==> src/rtl/vga_pkg.sv <==
// Shared constants and types for the VGA pixel pipeline.
package vga_pkg;

  localparam int TXT_COLS  = 16;
  localparam int TXT_ROWS  = 8;
  localparam int CHAR_W    = 8;
  localparam int CHAR_H    = 16;
  localparam int TXT_CHARS = TXT_COLS * TXT_ROWS;

  typedef enum logic [1:0] {
    IDLE   = 2'd0,
    TYPING = 2'd1,
    DONE   = 2'd2
  } txt_state_t;

endpackage

==> src/rtl/delay.sv <==
// Fixed-depth register chain used to keep sideband signals aligned with the pixel pipeline.
module delay #(
  parameter int DATA_W = 1,
  parameter int STAGES = 1
) (
  input  logic              clk,
  input  logic              rst,
  input  logic [DATA_W-1:0] din,
  output logic [DATA_W-1:0] dout
);

  logic [DATA_W-1:0] pipe [STAGES];

  always_ff @(posedge clk or posedge rst) begin
    if (rst) begin
      for (int i = 0; i < STAGES; i++) pipe[i] <= '0;
    end else begin
      pipe[0] <= din;
      for (int i = 1; i < STAGES; i++) pipe[i] <= pipe[i-1];
    end
  end

  assign dout = pipe[STAGES-1];

endmodule

==> src/rtl/game_text_render.sv <==
// 16x8 character text box overlaid on the VGA stream, revealed one character at a time.
module game_text_render
  import vga_pkg::*;
#(
  parameter int          X_POS           = 256,
  parameter int          Y_POS           = 200,
  parameter logic [11:0] TXT_COLOR       = 12'hFFF,
  parameter int          FRAMES_PER_CHAR = 4
) (
  input  logic        clk,
  input  logic        rst,
  input  logic [10:0] hcount_in,
  input  logic [10:0] vcount_in,
  input  logic        hsync_in,
  input  logic        vsync_in,
  input  logic        hblnk_in,
  input  logic        vblnk_in,
  input  logic [11:0] rgb_in,
  input  logic        start,
  input  logic        skip,
  output logic [7:0]  char_xy,
  input  logic [6:0]  char_code,
  output logic [10:0] font_addr,
  input  logic [7:0]  char_pixels,
  output logic [10:0] hcount_out,
  output logic [10:0] vcount_out,
  output logic        hsync_out,
  output logic        vsync_out,
  output logic        hblnk_out,
  output logic        vblnk_out,
  output logic [11:0] rgb_out,
  output logic        done
);

  localparam logic [10:0] X0      = 11'(X_POS);
  localparam logic [10:0] Y0      = 11'(Y_POS);
  localparam logic [10:0] BOX_W   = 11'(TXT_COLS * CHAR_W);
  localparam logic [10:0] BOX_H   = 11'(TXT_ROWS * CHAR_H);
  localparam logic [7:0]  CHARS   = 8'(TXT_CHARS);
  localparam logic [15:0] FC_LAST = 16'(FRAMES_PER_CHAR - 1);

  function automatic logic [7:0] sat_inc(input logic [7:0] v);
    return (v >= CHARS) ? CHARS : v + 8'd1;
  endfunction

  // Reveal FSM; counters only move on the frame tick so a frame renders consistently.
  txt_state_t  state;
  logic [7:0]  reveal_cnt;
  logic [15:0] frame_cnt;
  logic        frame_tick;

  assign frame_tick = (hcount_in == 11'd0) && (vcount_in == 11'd0);

  always_ff @(posedge clk or posedge rst) begin
    if (rst) begin
      state      <= IDLE;
      reveal_cnt <= 8'd0;
      frame_cnt  <= 16'd0;
    end else if (start) begin
      state      <= TYPING;
      reveal_cnt <= 8'd0;
      frame_cnt  <= 16'd0;
    end else if (skip && state != DONE) begin
      state      <= DONE;
      reveal_cnt <= CHARS;
      frame_cnt  <= 16'd0;
    end else if (state == TYPING && frame_tick) begin
      if (frame_cnt == FC_LAST) begin
        frame_cnt  <= 16'd0;
        reveal_cnt <= sat_inc(reveal_cnt);
        if (sat_inc(reveal_cnt) == CHARS) state <= DONE;
      end else begin
        frame_cnt <= frame_cnt + 16'd1;
      end
    end
  end

  assign done = (state == DONE);

  // Box geometry; negative offsets wrap large and fall outside the box.
  logic [10:0] rel_x, rel_y;
  logic        in_box, visible;
  logic [6:0]  idx;

  assign rel_x   = hcount_in - X0;
  assign rel_y   = vcount_in - Y0;
  assign in_box  = (rel_x < BOX_W) && (rel_y < BOX_H);
  assign idx     = {rel_y[6:4], rel_x[6:3]};
  assign visible = ({1'b0, idx} < reveal_cnt);

  // ---- stage 1: text ROM address and per-pixel attributes
  logic [3:0]  char_line_p1;
  logic [2:0]  bit_sel_p1;
  logic        in_box_p1, vis_p1, blank_p1, vld_p1;
  logic [11:0] rgb_p1;

  always_ff @(posedge clk or posedge rst) begin
    if (rst) begin
      char_xy      <= 8'd0;
      char_line_p1 <= 4'd0;
      bit_sel_p1   <= 3'd0;
      in_box_p1    <= 1'b0;
      vis_p1       <= 1'b0;
      blank_p1     <= 1'b0;
      rgb_p1       <= 12'd0;
      vld_p1       <= 1'b0;
    end else begin
      char_xy      <= {1'b0, rel_y[6:4], rel_x[6:3]};
      char_line_p1 <= rel_y[3:0];
      bit_sel_p1   <= rel_x[2:0];
      in_box_p1    <= in_box;
      vis_p1       <= visible;
      blank_p1     <= hblnk_in | vblnk_in;
      rgb_p1       <= rgb_in;
      vld_p1       <= 1'b1;
    end
  end

  // ---- stage 2: char_code is back; form the font address
  logic [3:0] char_line_p2;
  logic       vld_p2;

  always_ff @(posedge clk or posedge rst) begin
    if (rst) begin
      char_line_p2 <= 4'd0;
      vld_p2       <= 1'b0;
    end else begin
      char_line_p2 <= char_line_p1;
      vld_p2       <= vld_p1;
    end
  end

  // Hold the address at zero until real ROM data has flowed in after reset.
  assign font_addr = vld_p2 ? {char_code, char_line_p2} : 11'd0;

  // ---- stage 3: glyph row is back; pixel attributes catch up through the delay line
  logic [11:0] rgb_p3;
  logic        in_box_p3, vis_p3, blank_p3;
  logic [2:0]  bit_sel_p3;

  delay #(.DATA_W(18), .STAGES(2)) u_side_dly (
    .clk  (clk),
    .rst  (rst),
    .din  ({rgb_p1, in_box_p1, vis_p1, blank_p1, bit_sel_p1}),
    .dout ({rgb_p3, in_box_p3, vis_p3, blank_p3, bit_sel_p3})
  );

  // ---- stage 4: overlay and registered outputs
  always_ff @(posedge clk or posedge rst) begin
    if (rst) begin
      rgb_out <= 12'd0;
    end else if (in_box_p3 && vis_p3 && !blank_p3 && char_pixels[3'd7 - bit_sel_p3]) begin
      rgb_out <= TXT_COLOR;
    end else begin
      rgb_out <= rgb_p3;
    end
  end

  logic [25:0] timing_p4;

  delay #(.DATA_W(26), .STAGES(4)) u_timing_dly (
    .clk  (clk),
    .rst  (rst),
    .din  ({hcount_in, vcount_in, hsync_in, vsync_in, hblnk_in, vblnk_in}),
    .dout (timing_p4)
  );

  assign {hcount_out, vcount_out, hsync_out, vsync_out, hblnk_out, vblnk_out} = timing_p4;

endmodule

==> config.mk <==
export PLATFORM = sky130hd
export DESIGN_NAME = game_text_render
export DESIGN_NICKNAME = d
export VERILOG_FILES = /design/src/rtl/vga_pkg.sv /design/src/rtl/delay.sv /design/src/rtl/game_text_render.sv
export SDC_FILE = /design/constraint.sdc
export NUM_CORES = 1
export LEC_CHECK = 0
export BUFFER_PORTS_ARGS = -buffer_cell sky130_fd_sc_hd__buf_4
export CORE_MARGIN = 2
export CORE_UTILIZATION = 58
export CTS_BUF_LIST = sky130_fd_sc_hd__clkbuf_8
export DETAILED_ROUTE_END_ITERATION = 7
export PLACE_DENSITY = 0.81
export SETUP_SLACK_MARGIN = 0.2
export SYNTH_ARGS = -nofsm -noshare
export SYNTH_HDL_FRONTEND = slang
export SYNTH_HIERARCHICAL = 1
export SYNTH_SLANG_ARGS = --single-unit
==> constraint.sdc <==
create_clock -name clk -period 3.2 [get_ports clk]
set_input_delay 0 -clock clk [delete_from_list [all_inputs] [get_ports clk]]
set_output_delay 0 -clock clk [all_outputs]
set_load 0.005 [all_outputs]
==> impl_metrics.ini <==
[clock_network]
cts_root_buf = clkbuf_8
clock_sinks = 213
htree_levels = 1
cts_tree = yes
clk-insertion-delay-late_ns = 0.54
cts_buffer_depth = 3
ctsResizeCount = 0
cts_setup_buffers = 0
cts.clk_slew.worst_paths_ns = 0.06
cts_hold_buf = 42
cts-buffers-inserted = 31

[global_routing]
use_met3_pct = 3.862
grt_pass1_wl_um = 24080
grt_usage_pct = 22.89
grt_pass1_vias = 4660
antenna_found_initial = 0
grt_max_degree = 71
use_met1_pct = 31.28
busiest_layer = met2
use_met2_pct = 38.12
grt-ovfl-total = 0

[synth]
yosys_warnings = 6
synth_fp_nets = 588
synth_top_area_share_pct = 71.77
synth_edf_count = 0
async_flop_share_pct = 100.0
avgSynthCellArea_sq_um = 14.31
ys.flop_type = dfrtp_1
synth_area_leaders = dfrtp_1 (72%), buf_4 (4.5%), ha_1 (2.0%)
ys_seq_area_share_pct = 71.77
ys_types = 58
synthCells = 519
synth_area_leader_cell = dfrtp_1
ys_seq_elements = 213
synth_area_sq_um = 7427

[placed_design]
gp_congestion = 0.9073
post-place-ws_ns = 0.8383
hpwl_um = 9732
placed_cell_area_sq_um = 8143
placed_cells = 748
io_buffers = 113

[die]
dieArea_sq_um = 13730
ios = 115
die_h_um = 117.2
rows = 41
start_util_pct = 59.09
chipWidth_um = 117.2
core_sq_um = 12570

[timing]
fin_crit_ns = 2.573
slew_headroom_pct = 39.33
timing_hold_violations_final = 0
tightest_slew_ns = 0.9031
fin_crit_sh_pct = 80.39
rsz0062_at_grt = no
tns_ns = 0
timing.final.ws_setup_ns = 0.6275
finalSetupViolCount = 0
fin_hold_ws_ns = 0.06113
drv_slew = 0
fmax_ghz = 0.3887
clock_skew_ns = 0.01169

[setup_path]
critPathMaxStageDelay_ns = 0.56
reg2reg_depth = 6
critPathSlowestCell = dlygate4sd3_1
critical_path.cell_chain = ha_1 > nor4b_1 > nand4_1 > or4_1 > o22ai_1 > dlygate4sd3_1
start_kind = register
end_kind = register
worst_ep_arrival_time_ns = 3.06
critical_path_class = register to register
crit_required_ns = 3.68
crit_fanout = 6

[final_layout]
nFillCells = 737
final_nets = 720
final_cell_count_no_fill = 848
antenna_cells = 0
drive_above_1_share_pct = 28.99
fin_area_sq_um = 9230
area_delta_synth_final_pct = 24.28
final_util_pct = 73.44

[power_and_ir_drop]
power_frac_comb_pct = 5.9
powerDensity_nw_per_um2 = 585.1
power.switching_mw = 1.173
leakagePower_nw = 4.198
power_frac_seq_pct = 53.0
peakVddDrop_mv = 0.5718
p_sw_share_pct = 21.72
pwr-share-clk_pct = 41.1
internal_power_mw = 4.227
finalPower_mw = 5.400

[status]
status = complete, no violations

[routing]
viasPerCell = 5.250
drtIter0Drc = 337
routedWlPerCell_um = 17.64
vias = 4452
dr.pass1.iters = 4
drcViolationCount = 0
ant_nets = 0
wl_um = 14960

[min_path]
worst_hold_path_type = primary input to asynchronous set/reset pin

[run]
maxCapViolCount = 0
-- final timing paths --
path                                            start                    end  slack, ns
worst max register to register           frame_cnt[0]               state[1]       0.63
max in group asynchronous                         rst  u_timing_dly/pipe[99]       1.95
worst max-delay path                     frame_cnt[0]               state[1]       0.63
min in group clk                           rgb_in[11]             rgb_p1[11]       0.12
worst min-delay path                              rst        char_line_p2[3]       0.06
worst min register to register  u_timing_dly/pipe[77]  u_timing_dly/pipe[51]       0.34
-- cell families (layout without fill, tap and decap cells) --
logic type / Yosys count / count (layout) / share of synthesized area, %
multiplexers: 7 / 7 / 1.280
flip-flops: 213 / 213 / 71.77
buffers and inverters: 86 / 243 / 6.688
adder cells (fa/ha/maj): 12 / 12 / 2.022
XOR/XNOR: 3 / 3 / 0.3538
other: 2 / 2 / 0.1011
AND/OR/NAND/NOR: 133 / 133 / 11.74
AO/OA/AOI/OAI: 63 / 63 / 6.048
-- cells in the final DEF (no fill, tap or decap), types with 3 or more instances in the layout --
master         synthesis  final
dfrtp_1              213    213
buf_4                 45    122
dlygate4sd3_1          0     42
clkbuf_8               0     38
inv_1                 21     32
nand2_1               19     19
nand4_1               18     18
o211ai_1              14     14
or2_2                 14     14
ha_1                  12     12
nand3_1               11     11
and2_1                11     11
a211oi_1               9      9
a21oi_1                6      6
nor2_1                 6      6
o41ai_1                6      6
nand2b_1               5      5
nor3_1                 5      5
mux2i_1                5      5
a21o_1                 5      5
or3_1                  5      5
nor4b_1                4      4
o22ai_1                4      4
a31oi_1                4      4
and3_1                 4      4
nor4_4                 3      3
and4_1                 3      3
o21ai_1                3      3
o21ai_0                3      3
nand4b_1               3      3
or4_1                  3      3
clkinv_2               0      3
-- worst max-delay path, delay by kind of cell, from the launching register on --
kind	cells	cell delay, ns
adders and majority gates	1	0.27
AOI/OAI and AO/OA	1	0.12
DFF	1	0.42
buffers and inverters	1	0.56
and+or+nand+nor	3	1.15
-- layout make-up --
class	instances	area, sq um	share of cell area (%)
Inverter	21	81.33	0.8811
Clock inverter	20	143.9	1.559
Sequential cell	213	5330	57.75
Tap cell	172	215.2	2.332
Clock buffer	38	523.0	5.666
Timing Repair Buffer	164	1336	14.48
Multi-Input combinational cell	220	1600	17.34
-- flip-flops by register name (all words and copies together), names as in the netlist --
name,flops
bit_sel_p1,3
blank_p1,1
char_line_p1,4
char_line_p2,4
char_xy,7
frame_cnt,16
in_box_p1,1
reveal_cnt,8
rgb_out,12
rgb_p1,12
state,2
u_side_dly/dout,18
u_side_dly/pipe,18
u_timing_dly/dout,26
u_timing_dly/pipe,78
vis_p1,1
vld_p1,1
vld_p2,1
-- routing by layer --
metal / vias to the layer above / share of wire, %
met5: - / 0
met4: 0 / 1.5
met3: 16 / 6.6
met2: 193 / 51
met1: 2204 / 41
li1: 2039 / -
-- Yosys cell counts, types with 6 or more instances --
| library cell | number |
|---|---|
| nand2_1 | 19 |
| inv_1 | 21 |
| nor2_1 | 6 |
| and2_1 | 11 |
| ha_1 | 12 |
| o41ai_1 | 6 |
| clkbuf_1 | 16 |
| nand3_1 | 11 |
| dfrtp_1 | 213 |
| a211oi_1 | 9 |
| a21oi_1 | 6 |
| nand4_1 | 18 |
| or2_2 | 14 |
| buf_4 | 45 |
| o211ai_1 | 14 |
-- power by group through the flow --
| stage | Sequential, mW | Clock [mW] | Combinational (mW) |
|---|---|---|---|
| final | 2.86 | 2.22 | 0.317 |
| after global routing | 2.88 | 2.40 | 0.350 |
| after CTS | 2.86 | 2.26 | 0.319 |
| after detailed placement | 2.91 | 0 | 0.275 |
| after global placement | 2.90 | 0 | 0.265 |
| after floorplan | 2.89 | 0 | 0.154 |
(Power assumes the default switching activity.)
